--- src/rtl/counter_pkg.sv ---
// Shared types, limits and elaboration helpers for the modulo counter family.
package counter_pkg;

   localparam int MAX_WIDTH = 32;

   typedef enum logic {
      DIR_DOWN = 1'b0,
      DIR_UP   = 1'b1
   } dir_e;

   // True when the modulus fits the register width and has at least two states.
   function automatic bit legal_modulus(input int width, input longint modulus);
      bit ok;
      if ((width < 1) || (width > MAX_WIDTH)) begin
         ok = 1'b0;
      end else begin
         ok = (modulus >= 64'sd2) && (modulus <= (64'sd1 <<< width));
      end
      return ok;
   endfunction

endpackage

--- src/rtl/mod_next_val.sv ---
// Combinational next-value logic for one modulo counter stage.
// Arithmetic is carried in WIDTH+1 bits so a full 2**WIDTH modulus cannot overflow.
// Build option: MOD_COUNTER_SAT_EN selects saturate-at-bound instead of wrap-around.
module mod_next_val
   import counter_pkg::*;
#(
   parameter int     WIDTH   = 4,
   parameter longint MODULUS = 10
) (
   input  logic [WIDTH-1:0] count,
   input  dir_e             dir,
   input  logic             at_term,
   output logic [WIDTH-1:0] next_count,
   output logic             wrap
);

   localparam logic [WIDTH-1:0] MAX_VAL = WIDTH'(MODULUS - 64'sd1);

   logic [WIDTH:0] count_ext;
   logic [WIDTH:0] inc_ext;
   logic [WIDTH:0] dec_ext;

   assign count_ext = {1'b0, count};
   assign inc_ext   = count_ext + {{WIDTH{1'b0}}, 1'b1};
   assign dec_ext   = count_ext - {{WIDTH{1'b0}}, 1'b1};

`ifdef MOD_COUNTER_SAT_EN
   // Saturating step: hold at the bound, flag only the step that first lands on it.
   always_comb begin
      next_count = count;
      wrap       = 1'b0;
      if (at_term) begin
         next_count = count;
         wrap       = 1'b0;
      end else if (dir == DIR_UP) begin
         next_count = WIDTH'(inc_ext);
         wrap       = (WIDTH'(inc_ext) == MAX_VAL);
      end else begin
         next_count = WIDTH'(dec_ext);
         wrap       = (WIDTH'(dec_ext) == {WIDTH{1'b0}});
      end
   end
`else
   // Wrapping step: at the terminal value jump to the opposite end and flag the wrap.
   always_comb begin
      next_count = count;
      wrap       = 1'b0;
      if (at_term) begin
         wrap       = 1'b1;
         next_count = (dir == DIR_UP) ? {WIDTH{1'b0}} : MAX_VAL;
      end else if (dir == DIR_UP) begin
         next_count = WIDTH'(inc_ext);
         wrap       = 1'b0;
      end else begin
         next_count = WIDTH'(dec_ext);
         wrap       = 1'b0;
      end
   end
`endif

endmodule

--- src/rtl/mod_updown_counter.sv ---
// Up/down modulo counter stage with parallel load, enable and a synchronous cascade chain.
// Stages chain en_out -> en_in so a multi-digit counter advances on a single edge.
// Build option: MOD_COUNTER_SAT_EN makes the stage saturate and disables cascade output.
module mod_updown_counter
   import counter_pkg::*;
#(
   parameter int     WIDTH     = 4,
   parameter longint MODULUS   = 10,
   parameter longint RESET_VAL = 0
) (
   input  logic             clk,
   input  logic             rst,
   input  logic             en_in,
   input  logic             up_dn,
   input  logic             load,
   input  logic [WIDTH-1:0] load_val,
   output logic [WIDTH-1:0] count,
   output logic             at_term,
   output logic             en_out,
   output logic             tc
);

   localparam logic [WIDTH-1:0] MAX_VAL   = WIDTH'(MODULUS - 64'sd1);
   localparam logic [WIDTH-1:0] RST_COUNT = WIDTH'(RESET_VAL);

   if (!legal_modulus(WIDTH, MODULUS)) begin : g_bad_modulus
      $fatal(1, "mod_updown_counter: MODULUS must lie in 2..2**WIDTH and WIDTH in 1..32");
   end

   if ((RESET_VAL < 64'sd0) || (RESET_VAL >= MODULUS)) begin : g_bad_reset_val
      $fatal(1, "mod_updown_counter: RESET_VAL must be below MODULUS");
   end

   dir_e             dir;
   logic [WIDTH-1:0] next_count;
   logic             wrap;
   logic [63:0]      load_ext;
   logic [WIDTH-1:0] load_clamped;

   assign dir = dir_e'(up_dn);

   assign at_term = (dir == DIR_UP) ? (count == MAX_VAL) : (count == {WIDTH{1'b0}});

`ifdef MOD_COUNTER_SAT_EN
   assign en_out = 1'b0;
`else
   assign en_out = en_in & at_term & ~load;
`endif

   // Out-of-range load values are clamped to the top state rather than aliased.
   assign load_ext     = 64'(load_val);
   assign load_clamped = (load_ext >= 64'(MODULUS)) ? MAX_VAL : load_val;

   mod_next_val #(
      .WIDTH   (WIDTH),
      .MODULUS (MODULUS)
   ) u_next (
      .count      (count),
      .dir        (dir),
      .at_term    (at_term),
      .next_count (next_count),
      .wrap       (wrap)
   );

   // Count and terminal-count registers: reset, then load, then enabled step, else hold.
   always_ff @(posedge clk or posedge rst) begin
      if (rst) begin
         count <= RST_COUNT;
         tc    <= 1'b0;
      end else if (load) begin
         count <= load_clamped;
         tc    <= 1'b0;
      end else if (en_in) begin
         count <= next_count;
         tc    <= wrap;
      end else begin
         count <= count;
         tc    <= 1'b0;
      end
   end

endmodule

--- config.mk ---
export PLATFORM = sky130hd
export DESIGN_NAME = mod_updown_counter
export DESIGN_NICKNAME = d
export VERILOG_FILES = /design/src/rtl/counter_pkg.sv /design/src/rtl/mod_next_val.sv /design/src/rtl/mod_updown_counter.sv
export SDC_FILE = /design/constraint.sdc
export NUM_CORES = 1
export LEC_CHECK = 0
export CAP_MARGIN = 15
export CELL_PAD_IN_SITES_DETAIL_PLACEMENT = 1
export CELL_PAD_IN_SITES_GLOBAL_PLACEMENT = 2
export CORE_MARGIN = 2
export CORE_UTILIZATION = 22
export CTS_CLUSTER_DIAMETER = 30
export DETAILED_ROUTE_END_ITERATION = 12
export MAX_ROUTING_LAYER = met4
export PLACE_DENSITY_LB_ADDON = 0.15
export RECOVER_POWER = 50
export SETUP_SLACK_MARGIN = 0.1
export SYNTH_ARGS = -nofsm -noshare
export SYNTH_HDL_FRONTEND = slang
export SYNTH_SLANG_ARGS = --single-unit
--- constraint.sdc ---
create_clock -name clk -period 1.7 [get_ports clk]
set_input_delay 0.51 -clock clk [delete_from_list [all_inputs] [get_ports clk]]
set_output_delay 0.51 -clock clk [all_outputs]
set_load 0.01 [all_outputs]
Word level (Yosys, flattened, before mapping)
Cells that the tools add are included.
- flip-flop bits (word level): 5
- input port bits: 9
- output and inout port bits: 7
- word-level logic and storage cells: 21
- add/sub/neg operators: 2
- $lt $le $gt $ge: 1
- equal/unequal tests: 1
- mux-type cells: 10
- bitwise logic cells: 3
- reductions and logical operators: 2
- operators by type and width (operator ; number):
    4-bit 2-to-1 mux ; 6
    4-bit by 1-bit adder with 4-bit output (second input constant) ; 1
    4-bit equality test (second input constant) ; 1
    4-bit >= comparator (second input constant) ; 1
    4-bit logical NOT ; 1
    1-bit 2-to-1 mux ; 4
    4-bit by 1-bit subtractor with 4-bit output (second input constant) ; 1
    1-bit bitwise AND ; 2
    2-bit nonzero test ; 1
    1-bit inverter ; 1

Logic depth before layout (Yosys ltp)
Gate-level depths: netlist (run 1).
- depth in word-level cells: 5
- depth in mapped cells: 6
- gate-level depth less buffers: 6

Cells and area by module
A second synthesis (run 1) with hierarchy kept.
- cell total of the unflattened synthesis: 53
- area total of the unflattened synthesis: 508.0 sq um
- by module, submodules not included (module ; instances ; cells an instance ; area each (sq um) ; seq. area each (sq um)):
    mod_updown_counter ; 1 ; 28 ; 295.3 ; 125.1
    mod_next_val ; 1 ; 25 ; 212.7 ; 0.0

Worst setup path after synthesis (run 1)
OpenSTA, ideal clock, no wires.
- kind: input -> register
- start: input up_dn
- end: register count[2]
- setup time: 0.129 ns
- arrival time: 1.431 ns
- required time: 1.571 ns
- path slack: 0.140 ns
- stages on the path: 5
- buffers on the path: 0
- cells stage by stage: inv_1 fa_1 xor2_1 a311oi_1 a21oi_1
- longest elaborated chain between the ends: 4
- elaborated cells on any way between the ends: 5
- classes of those cells: mux (5)
- RTL lines (what ; RTL line ; source):
    start: declaration ; mod_updown_counter.sv:14 ; input logic up_dn,
    4-bit 2-to-1 mux / 1-bit 2-to-1 mux (equally long branches) ; mod_next_val.sv:51, mod_updown_counter.sv:42 ;
    4-bit 2-to-1 mux (*) ; mod_next_val.sv:48 ; if (at_term) begin
    4-bit 2-to-1 mux (*) ; mod_updown_counter.sv:73 ; end else if (en_in) begin
    4-bit 2-to-1 mux (*) ; mod_updown_counter.sv:70 ; end else if (load) begin
    end signal: assignment ; mod_updown_counter.sv:71 ; count <= load_clamped;
    end signal: assignment ; mod_updown_counter.sv:74 ; count <= next_count;
    end signal: assignment ; mod_updown_counter.sv:77 ; count <= count;
    end: declaration ; mod_updown_counter.sv:17 ; output logic [WIDTH-1:0] count,
Every way passes the cells marked *; elsewhere a longest branch is shown, timed or not. The select of a mux whose other input is x is not followed.
A chain may end at the register's enable or synchronous reset.

Worst setup path in the final report (run 1)
- start: register count[0]
- end: output at_term
- longest elaborated chain between the ends: 2
- elaborated cells on any way between the ends: 3
- classes of those cells: eq/ne (1); mux (1); reduce/logical (1)
- RTL lines (what ; RTL line ; source):
    4-bit equality test / 4-bit logical NOT (equally long branches) ; mod_updown_counter.sv:42 ; assign at_term = (dir == DIR_UP) ? (count == MAX_VAL) : (count == {WIDTH{1'b0}});
    1-bit 2-to-1 mux (*) ; mod_updown_counter.sv:42 ;
    end: declaration ; mod_updown_counter.sv:18 ; output logic at_term,
Every way passes the cells marked *; elsewhere a longest branch is shown, timed or not.

==> out/qor.txt, run 1 <==
Launch point of the worst reg-to-reg path = count[0]
Worst path depth = 5
Crit-path max cell delay = 0.41 ns
Main area contributors after synthesis = dfrtp_1 (33%), ha_1 (6.6%), fa_1 (5.3%)
Crit. End Element = primary output
Max Cap Viol = 0
Core area = 1670 sq um
Largest net degree at the start of global routing = 10
Final-report max-slew violation count = 0
Total Power = 536 uW
Num rows = 15
Final ANT Viol Nets = 0
CTS tree = yes
Tmin final = 1.83 ns
Crit path required time = 1.19 ns
Starting Density = 0.228
Total track usage = 0.124
Worst ir drop on vdd = 0.352 mV
Worst Setup Start Kind = register
Cell taking the most area after synthesis = dfrtp_1
Final worst setup slack = -0.130 ns
Clock sinks = 5
Grt total ovfl = 0
Crit path kind = register to primary output
Layout area overhead = 79.3%
Kind of cell adding the most delay to the critical path = flip-flops
Crit path DAT = 1.32 ns
Failing checks = setup timing
Register bit total from synthesis = 5
Unique masters post-synth = 23
Antenna cells = 0
Final Skew = 0.000136 ns
R2r endpoint = count[2]
Post-synthesis cell area = 380 sq um
Setup violators final = 2
Most frequent cells in the layout = buf_4 (8), dfrtp_1 (5), clkdlybuf4s50_1 (5)
R2R Setup Slk = 0.04 ns
Post-DP HPWL = 866 um
Worst slack at placement = -0.766 ns
Final TNS setup = -0.246 ns
CP max stage cell = dfrtp_1
Yosys top cell area share = 0.329
Period Utilization, post-route = 1.08
Die area = 2080 sq um
Routed length per instance = 12.4 um
Residual DRC = 0
CTS Buf Count = 3
Final wirelength = 1090 um
Via count = 407
Syn avg cell area = 9.06 sq um
Hold Crit Class = register to register
Initial DRC count = 4
Worst hold slack = 0.573 ns
Nets = 84
Yosys warns = 0
Syn Nets = 54
I/O Pins = 16
GP Congestion = 0.653
Status = finished with violations
Vias in the first global route = 422
Bufs and invs on worst path = 3
IO buf count = 15
Maximum clock path buffer count = 2
Pwr per Cell Area = 787 nW/um^2
Layout cell share with drive strength beyond 1 = 0.380
Cells along the critical path = buf_6 -> and3_4 -> o21ai_4 -> inv_1 -> buf_2
Slew headroom = 0.819
CP max FO = 3
Vias/cell = 4.63
Leak pwr = 0.000346 uW
Reg2reg path depth = 6
H-tree levels = 1
CTS clk-pin slew, worst paths = 0.04 ns
Chip height = 45.6 um
RSZ-0062 raised after global routing = yes
Die outline width = 45.6 um
Global-route wire length before repair = 1730 um
Peak Freq = 546 MHz
DR pass1 iterations = 4
Setup crit end = at_term
Commonest non-fill, non-tap cell in the layout = buf_4
Fin. Hold Viols = 0
Worst-margin pin slew = 0.270 ns
Mapped Cells = 42
Register area share after synthesis = 0.329
Initial antenna violation count = 0
Root Driver = clkbuf_4
Crit path from = count[0]
Worst-skew pair later-pin latency = 0.24 ns
==> worst min path at each step <==
stage | from | to | cells after the start
detailed placement | count[2] | tc | 3
CTS | rst | tc | 2
finish | count[2] | tc | 3
global placement | count[2] | tc | 3
floorplan | rst | count[0] | 1
global route | count[2] | tc | 3
==> state kept, by name (all words and copies together), names as in the netlist <==
| name | count |
|---|---|
| tc | 1 |
| count | 4 |
==> layer usage <==
layer	global-route usage	wire length (um)
met5	-	0
met3	0.0397	62
met2	0.208	557
met4	0.0529	0
met1	0.132	473
==> worst min-delay path, delay by kind of cell (launching register included) <==
family             cells  cell delay (ns)
AOI/OAI and AO/OA      1             0.09
DFF                    1             0.33
and+or+nand+nor        2             0.10
==> synthesized netlist by cell type, drive strengths merged <==
master / n
xor2: 2
a22oi: 1
a21oi: 3
and3: 1
nor2: 3
a311oi: 2
o21a: 1
xnor2: 2
o21ai: 4
inv: 3
ha: 2
buf: 1
nor3: 1
dfrtp: 5
nand2b: 3
nor2b: 1
fa: 1
nand2: 3
a21o: 2
and2b: 1
==> logic make-up after synthesis <==
logic type	after synthesis	synth area share
adders and majority gates	3	0.118
DFF	5	0.329
AOI/OAI and AO/OA	13	0.230
and+or+nand+nor	13	0.188
xor gates and xnor gates	4	0.0921
buffers and inverters	4	0.0427
==> stage by stage <==
| step | cell area (sq um) | utilization | std cells |
|---|---|---|---|
| 2_1_floorplan | 380 | - | 42 |
| 3_3_place_gp | 614 | 0.368 | 82 |
| 3_5_place_dp | 614 | 0.368 | 82 |
| 4_1_cts | 656 | 0.393 | 87 |
| 5_1_grt | 682 | 0.408 | 88 |
| 6_report | 682 | 0.408 | 88 |
==> repair_timing <==
item,in CTS,in global routing
pin swaps,3,3
gates resized for setup,24,8
hold buffers,0,0
buffers inserted,1,1
setup endpoints to repair,9,6
==> where the power goes <==
| part | total [uW] | switching, uW | internal [uW] |
|---|---|---|---|
| clock | 136 | 47.2 | 88.6 |
| sequential | 151 | 13.7 | 137 |
| combinational | 250 | 113 | 137 |
==> layout make-up <==
class,instances,area (sq um)
Timing Repair Buffer,26,223
Clock buffer,4,26.3
Multi-Input combinational cell,33,275
Tap cell,17,21.3
Inverter,3,11.3
Fill cell,198,988
Sequential cell,5,125
No activity file was read; power rests on OpenSTA's default activity.
==> run 2, diff against run 1 <==
--- a/config.mk
+++ b/config.mk
@@ -15,6 +15,7 @@
 export MAX_ROUTING_LAYER = met4
 export PLACE_DENSITY_LB_ADDON = 0.15
 export RECOVER_POWER = 50
+export REMOVE_ABC_BUFFERS = 1
 export SETUP_SLACK_MARGIN = 0.1
 export SYNTH_ARGS = -nofsm -noshare
 export SYNTH_HDL_FRONTEND = slang
==> out/qor.txt, run 2 (synthesized netlist as in run 1, its figures left out) <==
Post-DP HPWL = 826 um
Maximum clock path buffer count = 2
Initial antenna violation count = 0
IO buf count = 15
Initial DRC count = 2
Setup violators final = 2
Final Skew = 0.000644 ns
Global-route wire length before repair = 1750 um
Clock sinks = 5
Routed length per instance = 12.2 um
Grt total ovfl = 0
H-tree levels = 1
Worst-margin pin slew = 0.246 ns
RSZ-0062 raised after global routing = yes
Antenna cells = 0
Hold Crit Class = input port to asynchronous set/reset pin
Commonest non-fill, non-tap cell in the layout = buf_4
Crit path DAT = 1.32 ns
Final worst setup slack = -0.130 ns
Crit. End Element = primary output
Vias in the first global route = 417
Max FFs per register = 4
Peak Freq = 547 MHz
Fin. Hold Viols = 0
Final-report max-slew violation count = 0
Starting Density = 0.228
Finished Layout Cells = 89
CTS Buf Count = 3
Root Driver = clkbuf_4
CTS tree = yes
Final ANT Viol Nets = 0
Status = finished with violations
Tmin final = 1.83 ns
Slew headroom = 0.835
Hold-fix buffers, CTS = 0
Worst slack at placement = -0.849 ns
Total Power = 568 uW
Reg with most FFs = count
Most frequent cells in the layout = buf_4 (9), dlygate4sd2_1 (4), buf_6 (4)
Layout cell share with drive strength beyond 1 = 0.417
Fillers = 199
Crit path required time = 1.19 ns
Vias/cell = 4.66
I/O Pins = 16
Failing checks = setup timing
Crit path kind = register to primary output
Die outline width = 45.6 um
Num rows = 15
Inst Count DP = 82
Max Cap Viol = 0
GP Congestion = 0.661
Worst Setup Start Kind = register
Via count = 415
Largest net degree at the start of global routing = 10
Worst-skew pair later-pin latency = 0.24 ns
Nets = 85
DR pass1 iterations = 2
Final wirelength = 1090 um
Total track usage = 0.128
CTS clk-pin slew, worst paths = 0.04 ns
Layout area overhead = 84.2%
Biggest registers after layout = count (4), tc (1)
CP max FO = 4
Final TNS setup = -0.155 ns
Residual DRC = 0
Chip height = 45.6 um
Worst ir drop on vdd = 0.263 mV
Period Utilization, post-route = 1.08
Leak pwr = 0.000339 uW
Die area = 2080 sq um
Core area = 1670 sq um
Pwr per Cell Area = 811 nW/um^2
## run 2: area by class of cell
| type | instances | area [sq um] | area share |
|---|---|---|---|
| clock buffers | 4 | 26.3 | 0.0375 |
| inverters | 3 | 11.3 | 0.0161 |
| multi-input cells | 33 | 282 | 0.402 |
| flip-flops and latches | 5 | 128 | 0.182 |
| well taps | 17 | 21.3 | 0.0304 |
| repair buffers | 27 | 233 | 0.332 |
## run 2: report_power, final
| part | switching (uW) | internal, uW | total [uW] |
|---|---|---|---|
| registers | 21.2 | 139 | 160 |
| clock network | 49.1 | 88.8 | 138 |
| logic | 117 | 154 | 270 |
## run 2: layer usage
metal / global-route usage / routed length [um] / up-vias
li1: - / - / 204
met1: 0.146 / 477 / 200
met2: 0.200 / 554 / 9
met3: 0.0238 / 47 / 2
met4: 0.0882 / 6 / 0
met5: - / 0 / -
## run 2: timing repair
item,CTS,global route
setup buffers,2,2
hold endpoints to repair,0,0
setup endpoints to repair,10,8
resized for setup,35,5
pin swaps,5,3
## run 2: metrics by stage
stage	cell area, sq um	hold WS, ns	util
CTS	686	0.468	0.410
floorplan	375	0.289	-
global route	701	0.610	0.419
global placement	614	0.583	0.368
finish	701	0.604	0.419
detailed placement	614	0.603	0.368
## run 2: worst paths after layout
path | start | endpoint | slack (ns) | cells after the start
max | count[3] | en_out | -0.13 | 5
min | rst | count[2] | 0.60 | 2
max reg2reg | count[0] | count[2] | 0.11 | 6
min reg2reg | count[1] | tc | 0.67 | 4
max in group asynchronous | rst | count[3] | 0.91 | 2
min in group clk | count[1] | tc | 0.67 | 4
## run 2: worst max-delay path: stages (launching register included)
cell,delay (ns)
dfrtp_2,0.43
nor3_4,0.24
o21ai_4,0.08
buf_6,0.13
nor2_4,0.09
buf_6,0.11
